## src/rtl/i2c_master_ctrl_if.sv

```systemverilog
// Purpose: host/bus-side signal bundle of the I2C master sequencer.
//   master : the sequencer's view (drives cmd_ready, SCL/SDA controls, state/count, status).
//   slave  : the view of the host and the bit datapath (drives commands and sampled bus lines).
// Signals:
//   cmd_valid, cmd_rw, cmd_ready          command handshake
//   sda_in, scl_sense                     sampled bus lines
//   i2c_scl_in, i2c_scl_en, i2c_write_en  bus clock and drive enables
//   state[7:0], count[3:0], rw            datapath control
//   done, nack                            transaction status
interface i2c_master_ctrl_if;
  logic       cmd_valid;
  logic       cmd_rw;
  logic       cmd_ready;
  logic       sda_in;
  logic       scl_sense;
  logic       i2c_scl_in;
  logic       i2c_scl_en;
  logic       i2c_write_en;
  logic [7:0] state;
  logic [3:0] count;
  logic       rw;
  logic       done;
  logic       nack;

  modport master (
    input  cmd_valid, cmd_rw, sda_in, scl_sense,
    output cmd_ready, i2c_scl_in, i2c_scl_en, i2c_write_en,
           state, count, rw, done, nack
  );

  modport slave (
    output cmd_valid, cmd_rw, sda_in, scl_sense,
    input  cmd_ready, i2c_scl_in, i2c_scl_en, i2c_write_en,
           state, count, rw, done, nack
  );
endinterface

```

## src/rtl/i2c_master_ctrl.sv

```systemverilog
// Purpose: system-clock sequencer in front of the I2C bit datapath. Divides clk
//   into a free-running SCL, steps the datapath state/count on each SCL rising
//   edge (tick), samples ACK bits and reports done/nack. One byte per command.
// Ports:
//   clk, resetN : system clock, asynchronous active-low reset
//   bus         : i2c_master_ctrl_if.master (handshake, bus lines, datapath control, status)
// Parameter DIV: clk cycles per SCL half-period (2..255).
// Optional feature macro I2C_STRETCH_EN: when defined, a slave holding SCL low
//   during a released-high phase freezes the divider (clock stretching).
module i2c_master_ctrl #(
  parameter int unsigned DIV = 4
) (
  input  logic               clk,
  input  logic               resetN,
  i2c_master_ctrl_if.master  bus
);

  localparam int unsigned DIV_W   = 8;
  localparam int unsigned STATE_W = 8;
  localparam int unsigned COUNT_W = 4;

  typedef enum logic [STATE_W-1:0] {
    IDLE       = 8'd0,
    START      = 8'd1,
    ADDRESS    = 8'd2,
    READ_ACK   = 8'd3,
    WRITE_DATA = 8'd4,
    READ_ACK2  = 8'd5,
    READ_DATA  = 8'd6,
    WRITE_ACK2 = 8'd7,
    STOP       = 8'd8
  } state_t;

  logic [DIV_W-1:0]   div_cnt_q, div_cnt_d;
  logic               scl_q, scl_d;
  state_t             state_q, state_d;
  logic [COUNT_W-1:0] count_q, count_d;
  logic               rw_q, rw_d;
  logic               pending_q, pending_d;
  logic               ready_q, ready_d;
  logic               done_q, done_d;
  logic               nack_q, nack_d;
  logic               scl_en_q, scl_en_d;
  logic               write_en_q, write_en_d;
  logic               freeze_c, wrap_c, tick_c, accept_c;

  // Slave may hold SCL low only while we have released it during a high phase.
`ifdef I2C_STRETCH_EN
  assign freeze_c = scl_q && !scl_en_q && !bus.scl_sense;
`else
  logic unused_scl_sense;
  assign unused_scl_sense = bus.scl_sense;
  assign freeze_c = 1'b0;
`endif

  assign wrap_c   = (div_cnt_q == DIV_W'(DIV - 1)) && !freeze_c;
  assign tick_c   = wrap_c && !scl_q;
  assign accept_c = (state_q == IDLE) && ready_q && bus.cmd_valid;

  // Next-state, count and status; every update except accept waits for a tick.
  always_comb begin
    div_cnt_d = wrap_c ? '0 : (freeze_c ? div_cnt_q : DIV_W'(div_cnt_q + 8'd1));
    scl_d     = wrap_c ? ~scl_q : scl_q;
    state_d   = state_q;
    count_d   = count_q;
    rw_d      = rw_q;
    pending_d = pending_q;
    ready_d   = ready_q;
    done_d    = 1'b0;
    nack_d    = nack_q;

    if (accept_c) begin
      rw_d      = bus.cmd_rw;
      nack_d    = 1'b0;
      pending_d = 1'b1;
      ready_d   = 1'b0;
    end

    if (tick_c) begin
      case (state_q)
        IDLE: begin
          // pending_q is registered, so a same-cycle accept waits one more tick.
          if (pending_q) begin
            state_d   = START;
            count_d   = 4'd7;
            pending_d = 1'b0;
          end
        end
        START: begin
          state_d = ADDRESS;
          count_d = 4'd7;
        end
        ADDRESS: begin
          if (count_q == 4'd0) begin
            state_d = READ_ACK;
            count_d = 4'd7;
          end else begin
            count_d = COUNT_W'(count_q - 4'd1);
          end
        end
        READ_ACK: begin
          count_d = 4'd7;
          if (bus.sda_in) begin
            nack_d  = 1'b1;
            state_d = STOP;
          end else begin
            state_d = rw_q ? READ_DATA : WRITE_DATA;
          end
        end
        WRITE_DATA: begin
          if (count_q == 4'd0) begin
            state_d = READ_ACK2;
            count_d = 4'd7;
          end else begin
            count_d = COUNT_W'(count_q - 4'd1);
          end
        end
        READ_ACK2: begin
          nack_d  = bus.sda_in;
          state_d = STOP;
          count_d = 4'd7;
        end
        READ_DATA: begin
          if (count_q == 4'd0) begin
            state_d = WRITE_ACK2;
            count_d = 4'd7;
          end else begin
            count_d = COUNT_W'(count_q - 4'd1);
          end
        end
        WRITE_ACK2: begin
          state_d = STOP;
          count_d = 4'd7;
        end
        STOP: begin
          state_d = IDLE;
          count_d = 4'd7;
          done_d  = 1'b1;
          ready_d = 1'b1;
        end
        default: begin
          state_d   = IDLE;
          count_d   = 4'd7;
          pending_d = 1'b0;
          ready_d   = 1'b1;
        end
      endcase
    end

    // Bus enables follow the state they will be registered with.
    scl_en_d   = (state_d == IDLE) || (state_d == START) || (state_d == STOP);
    write_en_d = !((state_d == READ_ACK) || (state_d == READ_ACK2) || (state_d == READ_DATA));
  end

  // State and output registers; reset releases both bus lines high.
  always_ff @(posedge clk or negedge resetN) begin
    if (!resetN) begin
      div_cnt_q  <= '0;
      scl_q      <= 1'b1;
      state_q    <= IDLE;
      count_q    <= 4'd7;
      rw_q       <= 1'b0;
      pending_q  <= 1'b0;
      ready_q    <= 1'b1;
      done_q     <= 1'b0;
      nack_q     <= 1'b0;
      scl_en_q   <= 1'b1;
      write_en_q <= 1'b1;
    end else begin
      div_cnt_q  <= div_cnt_d;
      scl_q      <= scl_d;
      state_q    <= state_d;
      count_q    <= count_d;
      rw_q       <= rw_d;
      pending_q  <= pending_d;
      ready_q    <= ready_d;
      done_q     <= done_d;
      nack_q     <= nack_d;
      scl_en_q   <= scl_en_d;
      write_en_q <= write_en_d;
    end
  end

  assign bus.cmd_ready    = ready_q;
  assign bus.i2c_scl_in   = scl_q;
  assign bus.i2c_scl_en   = scl_en_q;
  assign bus.i2c_write_en = write_en_q;
  assign bus.state        = state_q;
  assign bus.count        = count_q;
  assign bus.rw           = rw_q;
  assign bus.done         = done_q;
  assign bus.nack         = nack_q;

endmodule

```

## src/flat_wrapper.sv

```systemverilog
// flat-port wrapper written by rule: the top's interface ports become plain ports
module i2c_master_ctrl_flat 
#(
  parameter int unsigned DIV = 4
)
  (clk, resetN, bus_cmd_valid, bus_cmd_rw, bus_sda_in, bus_scl_sense, bus_cmd_ready, bus_i2c_scl_in, bus_i2c_scl_en, bus_i2c_write_en, bus_state, bus_count, bus_rw, bus_done, bus_nack);
  i2c_master_ctrl_if bus_i ();
  input  logic clk;
  input  logic resetN;
  input wire logic [$bits(bus_i.cmd_valid)-1:0] bus_cmd_valid;
  input wire logic [$bits(bus_i.cmd_rw)-1:0] bus_cmd_rw;
  input wire logic [$bits(bus_i.sda_in)-1:0] bus_sda_in;
  input wire logic [$bits(bus_i.scl_sense)-1:0] bus_scl_sense;
  output wire logic [$bits(bus_i.cmd_ready)-1:0] bus_cmd_ready;
  output wire logic [$bits(bus_i.i2c_scl_in)-1:0] bus_i2c_scl_in;
  output wire logic [$bits(bus_i.i2c_scl_en)-1:0] bus_i2c_scl_en;
  output wire logic [$bits(bus_i.i2c_write_en)-1:0] bus_i2c_write_en;
  output wire logic [$bits(bus_i.state)-1:0] bus_state;
  output wire logic [$bits(bus_i.count)-1:0] bus_count;
  output wire logic [$bits(bus_i.rw)-1:0] bus_rw;
  output wire logic [$bits(bus_i.done)-1:0] bus_done;
  output wire logic [$bits(bus_i.nack)-1:0] bus_nack;
  assign bus_i.cmd_valid = bus_cmd_valid;
  assign bus_i.cmd_rw = bus_cmd_rw;
  assign bus_i.sda_in = bus_sda_in;
  assign bus_i.scl_sense = bus_scl_sense;
  assign bus_cmd_ready = bus_i.cmd_ready;
  assign bus_i2c_scl_in = bus_i.i2c_scl_in;
  assign bus_i2c_scl_en = bus_i.i2c_scl_en;
  assign bus_i2c_write_en = bus_i.i2c_write_en;
  assign bus_state = bus_i.state;
  assign bus_count = bus_i.count;
  assign bus_rw = bus_i.rw;
  assign bus_done = bus_i.done;
  assign bus_nack = bus_i.nack;
  i2c_master_ctrl #(.DIV(DIV)) u_core (.clk(clk), .resetN(resetN), .bus(bus_i));
endmodule
```

## config.mk

```make
export PLATFORM = sky130hd
export DESIGN_NAME = i2c_master_ctrl_flat
export DESIGN_NICKNAME = d
export VERILOG_FILES = /design/src/rtl/i2c_master_ctrl_if.sv /design/src/rtl/i2c_master_ctrl.sv /design/src/flat_wrapper.sv
export SDC_FILE = /design/constraint.sdc
export NUM_CORES = 1
export LEC_CHECK = 0
export CAP_MARGIN = 20
export CORE_MARGIN = 4
export CORE_UTILIZATION = 40
export DETAILED_ROUTE_END_ITERATION = 8
export SETUP_SLACK_MARGIN = 0.15
export SYNTH_ARGS = -nofsm -noshare
export SYNTH_HDL_FRONTEND = slang
export SYNTH_SLANG_ARGS = --single-unit
```

## constraint.sdc

```tcl
create_clock -name clk -period 3 [get_ports clk]
set_clock_uncertainty 0.15 [all_clocks]
set_input_delay 0.6 -clock clk [delete_from_list [all_inputs] [get_ports clk]]
set_output_delay 0.6 -clock clk [all_outputs]
set_load 0.01 [all_outputs]
```

==> load_flow_metrics.sql <==
INSERT INTO impl_metrics (metric_group, metric, value, unit) VALUES
('sta', 'setup_viol', '0', ''),
('yosys', 'synth_seq_area_share', '51.0', '%'),
('yosys', 'synth-edff-count', '0', ''),
('clocking', 'cts.sinks', '28', ''),
('sta', 'grt_setup_unrepaired', 'no', ''),
('route', 'remaining_drc_errors', '0', ''),
('clocking', 'clkLatencyLatePin', '0.32', 'ns'),
('global_routing', 'global_route.peak_usage_layer', 'met2', ''),
('place', 'dpl.cell_count', '199', ''),
('clocking', 'cts_tree', 'built', ''),
('yosys', 'synth_seq_cells', '28', ''),
('yosys', 'synthTopCellsByArea', 'sky130_fd_sc_hd__dfrtp_1, sky130_fd_sc_hd__dfstp_2, sky130_fd_sc_hd__xnor2_1, sky130_fd_sc_hd__a21oi_1, sky130_fd_sc_hd__nand2_1', ''),
('clocking', 'cts-buffers-inserted', '3', ''),
('pwr', 'power.combinational.fraction', '18.8', '%'),
('setup_path', 'startpoint', 'u_core.div_cnt_q[0]', ''),
('yosys', 'syn-num-nets', '140', ''),
('status', 'run_status', 'finished, final reports clean', ''),
('clocking', 'hold_buffers', '0', ''),
('pwr', 'total_power', '757', 'uW'),
('yosys', 'post_synth_xor_area_fraction', '5.67', '%'),
('global_routing', 'globalRouteMet2Util', '21.8', '%'),
('layout', 'layout.cells.most_common_list', 'sky130_fd_sc_hd__clkdlybuf4s50_1, sky130_fd_sc_hd__dfrtp_1, sky130_fd_sc_hd__nand2_1', ''),
('global_routing', 'antenna_violations_before_repair', '0', ''),
('yosys', 'mappedNetlistArea', '0.00139', 'mm2'),
('clocking', 'cts.repair_timing.setup_buffer_count', '0', ''),
('floorplan', 'coreArea', '0.00334', 'mm2'),
('layout', 'mostFrequentLayoutCell', 'sky130_fd_sc_hd__clkdlybuf4s50_1', ''),
('floorplan', 'initial_utilization', '41.7', '%'),
('sta', 'totalNegativeSetupSlack', '0', 'ns'),
('yosys', 'syn_area_per_cell', '10.5', 'um2'),
('layout', 'drive_above_1_share', '12.7', '%'),
('yosys', 'yosys.area_share.simple', '21.1', '%'),
('place', 'port-buffer-count', '23', ''),
('clocking', 'cts-htree-levels', '1', ''),
('run', 'max_cap_violations', '0', ''),
('clocking', 'post_cts_resized', '0', ''),
('yosys', 'postSynth.topFlopCell', 'sky130_fd_sc_hd__dfrtp_1', ''),
('sta', 'worstMarginPinSlew', '0.757', 'ns'),
('floorplan', 'placement_rows', '21', ''),
('place', 'pre_cts_slack', '0.468', 'ns'),
('global_routing', 'first_global_vias', '1006', ''),
('layout', 'num_antenna_cells', '0', ''),
('global_routing', 'grt_pass1_wl', '4.67', 'mm'),
('pwr', 'seqPwrFrac', '57.0', '%'),
('sta', 'max_clock_freq', '395', 'MHz'),
('clocking', 'clockBufferDepth', '2', ''),
('floorplan', 'overall_die_area', '0.00449', 'mm2'),
('clocking', 'clock_tree.root_cell', 'sky130_fd_sc_hd__clkbuf_4', ''),
('pwr', 'p_leak', '0.000722', 'uW'),
('route', 'drt_pre_antenna_iters', '4', ''),
('global_routing', 'grt.met1_usage', '18.4', '%'),
('route', 'avgViaCountPerCell', '4.97', ''),
('layout', 'syn_to_final_growth', '20.3', '%'),
('pwr', 'powerDensity', '452', 'mW/mm2'),
('pwr', 'p_clk_share', '24.2', '%'),
('global_routing', 'gr-total-overflow', '0', ''),
('yosys', 'synth.area.mux_share', '0.809', '%'),
('global_routing', 'grt_max_degree', '29', ''),
('layout', 'final.fill_count', '314', ''),
('min_path', 'min_path_type', 'flop to flop', ''),
('pwr', 'power.switching', '201', 'uW'),
('setup_path', 'critPathArrivalTime', '2.65', 'ns'),
('sta', 'worst_slew_margin_rel', '49.1', '%'),
('yosys', 'synth_fa_ha_area_share', '1.80', '%'),
('yosys', 'postSynthCellCount', '132', ''),
('yosys', 'post_synthesis_compound_gate_area_fraction', '14.5', '%'),
('setup_path', 'critPathCaptureType', 'flop', ''),
('setup_path', 'startpoint_type', 'flop', ''),
('yosys', 'count_of_warnings_emitted_by_yosys', '0', ''),
('setup_path', 'r2r-start', 'u_core.div_cnt_q[0]', ''),
('pwr', 'internal_power', '556', 'uW');
## critical path, cell delays in order, from the launching register on
cell                      delay, ns
sky130_fd_sc_hd__dfrtp_1       0.41
sky130_fd_sc_hd__ha_1          0.21
sky130_fd_sc_hd__or4b_4        0.48
sky130_fd_sc_hd__or2_1         0.36
sky130_fd_sc_hd__nor3_4        0.28
sky130_fd_sc_hd__a31o_4        0.21
sky130_fd_sc_hd__xnor2_1       0.08
sky130_fd_sc_hd__a211o_1       0.29
## cell families (layout without fill, tap and decap cells)
logic type                 Yosys count  count (layout)
AOI/OAI and AO/OA                   29              29
xor gates and xnor gates             9               9
adders and majority gates            2               2
buffers and inverters                9              34
DFF                                 28              28
muxes                                1               1
and+or+nand+nor                     54              54
## flip-flops by register name, indices dropped and copies added (netlist names)
signal and count:
u_core.bus.i2c_scl_en 1, u_core.pending_q 1, u_core.bus.i2c_scl_in 1, u_core.bus.done 1
u_core.bus.cmd_ready 1, u_core.div_cnt_q 8, u_core.bus.rw 1, u_core.bus.nack 1
u_core.bus.count 4, u_core.bus.state 8, u_core.bus.i2c_write_en 1
## cell usage after synthesis, types with 3 or more instances
master	n
sky130_fd_sc_hd__a21oi_1	9
sky130_fd_sc_hd__nor2_1	11
sky130_fd_sc_hd__nor3_1	3
sky130_fd_sc_hd__o21ai_0	7
sky130_fd_sc_hd__or4_1	3
sky130_fd_sc_hd__xnor2_1	7
sky130_fd_sc_hd__nand2_1	12
sky130_fd_sc_hd__nor2b_1	5
sky130_fd_sc_hd__inv_1	6
sky130_fd_sc_hd__nand3_1	7
sky130_fd_sc_hd__dfstp_2	7
sky130_fd_sc_hd__dfrtp_1	21
sky130_fd_sc_hd__o31ai_1	3
## final cells by class
cell class,count,area [um2],share of cell area (%)
Clock buffer,4,36.3,2.17
Tap cell,46,57.6,3.44
Timing Repair Buffer,24,238,14.2
Inverter,6,22.5,1.35
Sequential cell,28,709,42.4
Multi-Input combinational cell,95,611,36.5
## power by group through the flow
| stage | sequential (uW) | clock (uW) | combinational [uW] |
|---|---|---|---|
| detailed placement | 439 | 0 | 144 |
| floorplan | 443 | 0 | 71.9 |
| global route | 437 | 204 | 158 |
| CTS | 431 | 194 | 145 |
| finish | 431 | 183 | 142 |
| global placement | 438 | 0 | 143 |
## final timing paths
path,endpoint,slack (ns),cells past startpoint
max,u_core.bus.i2c_write_en,0.47,7
min,u_core.div_cnt_q[0],0.34,1
max reg2reg,u_core.bus.i2c_write_en,0.47,7
min reg2reg,u_core.div_cnt_q[0],0.34,1
max in group asynchronous,u_core.bus.count[0],1.92,2
min in group asynchronous,u_core.bus.count[3],0.48,2
## per-layer routing
| layer | part of all wire (%) | up-vias |
|---|---|---|
| met2 | 48 | 12 |
| li1 | - | 515 |
| met3 | 3.5 | 2 |
| met5 | 0 | - |
| met4 | 0.63 | 0 |
| met1 | 48 | 480 |
## stage by stage
stage | area [um2] | util (%) | hold slack, ns
floorplan | 1390 | - | 0.154
global placement | 1640 | 49.1 | 0.314
detailed placement | 1640 | 49.1 | 0.321
CTS | 1670 | 50.2 | 0.345
global route | 1670 | 50.2 | 0.381
finish | 1670 | 50.2 | 0.343
(Power assumes the default switching activity.)
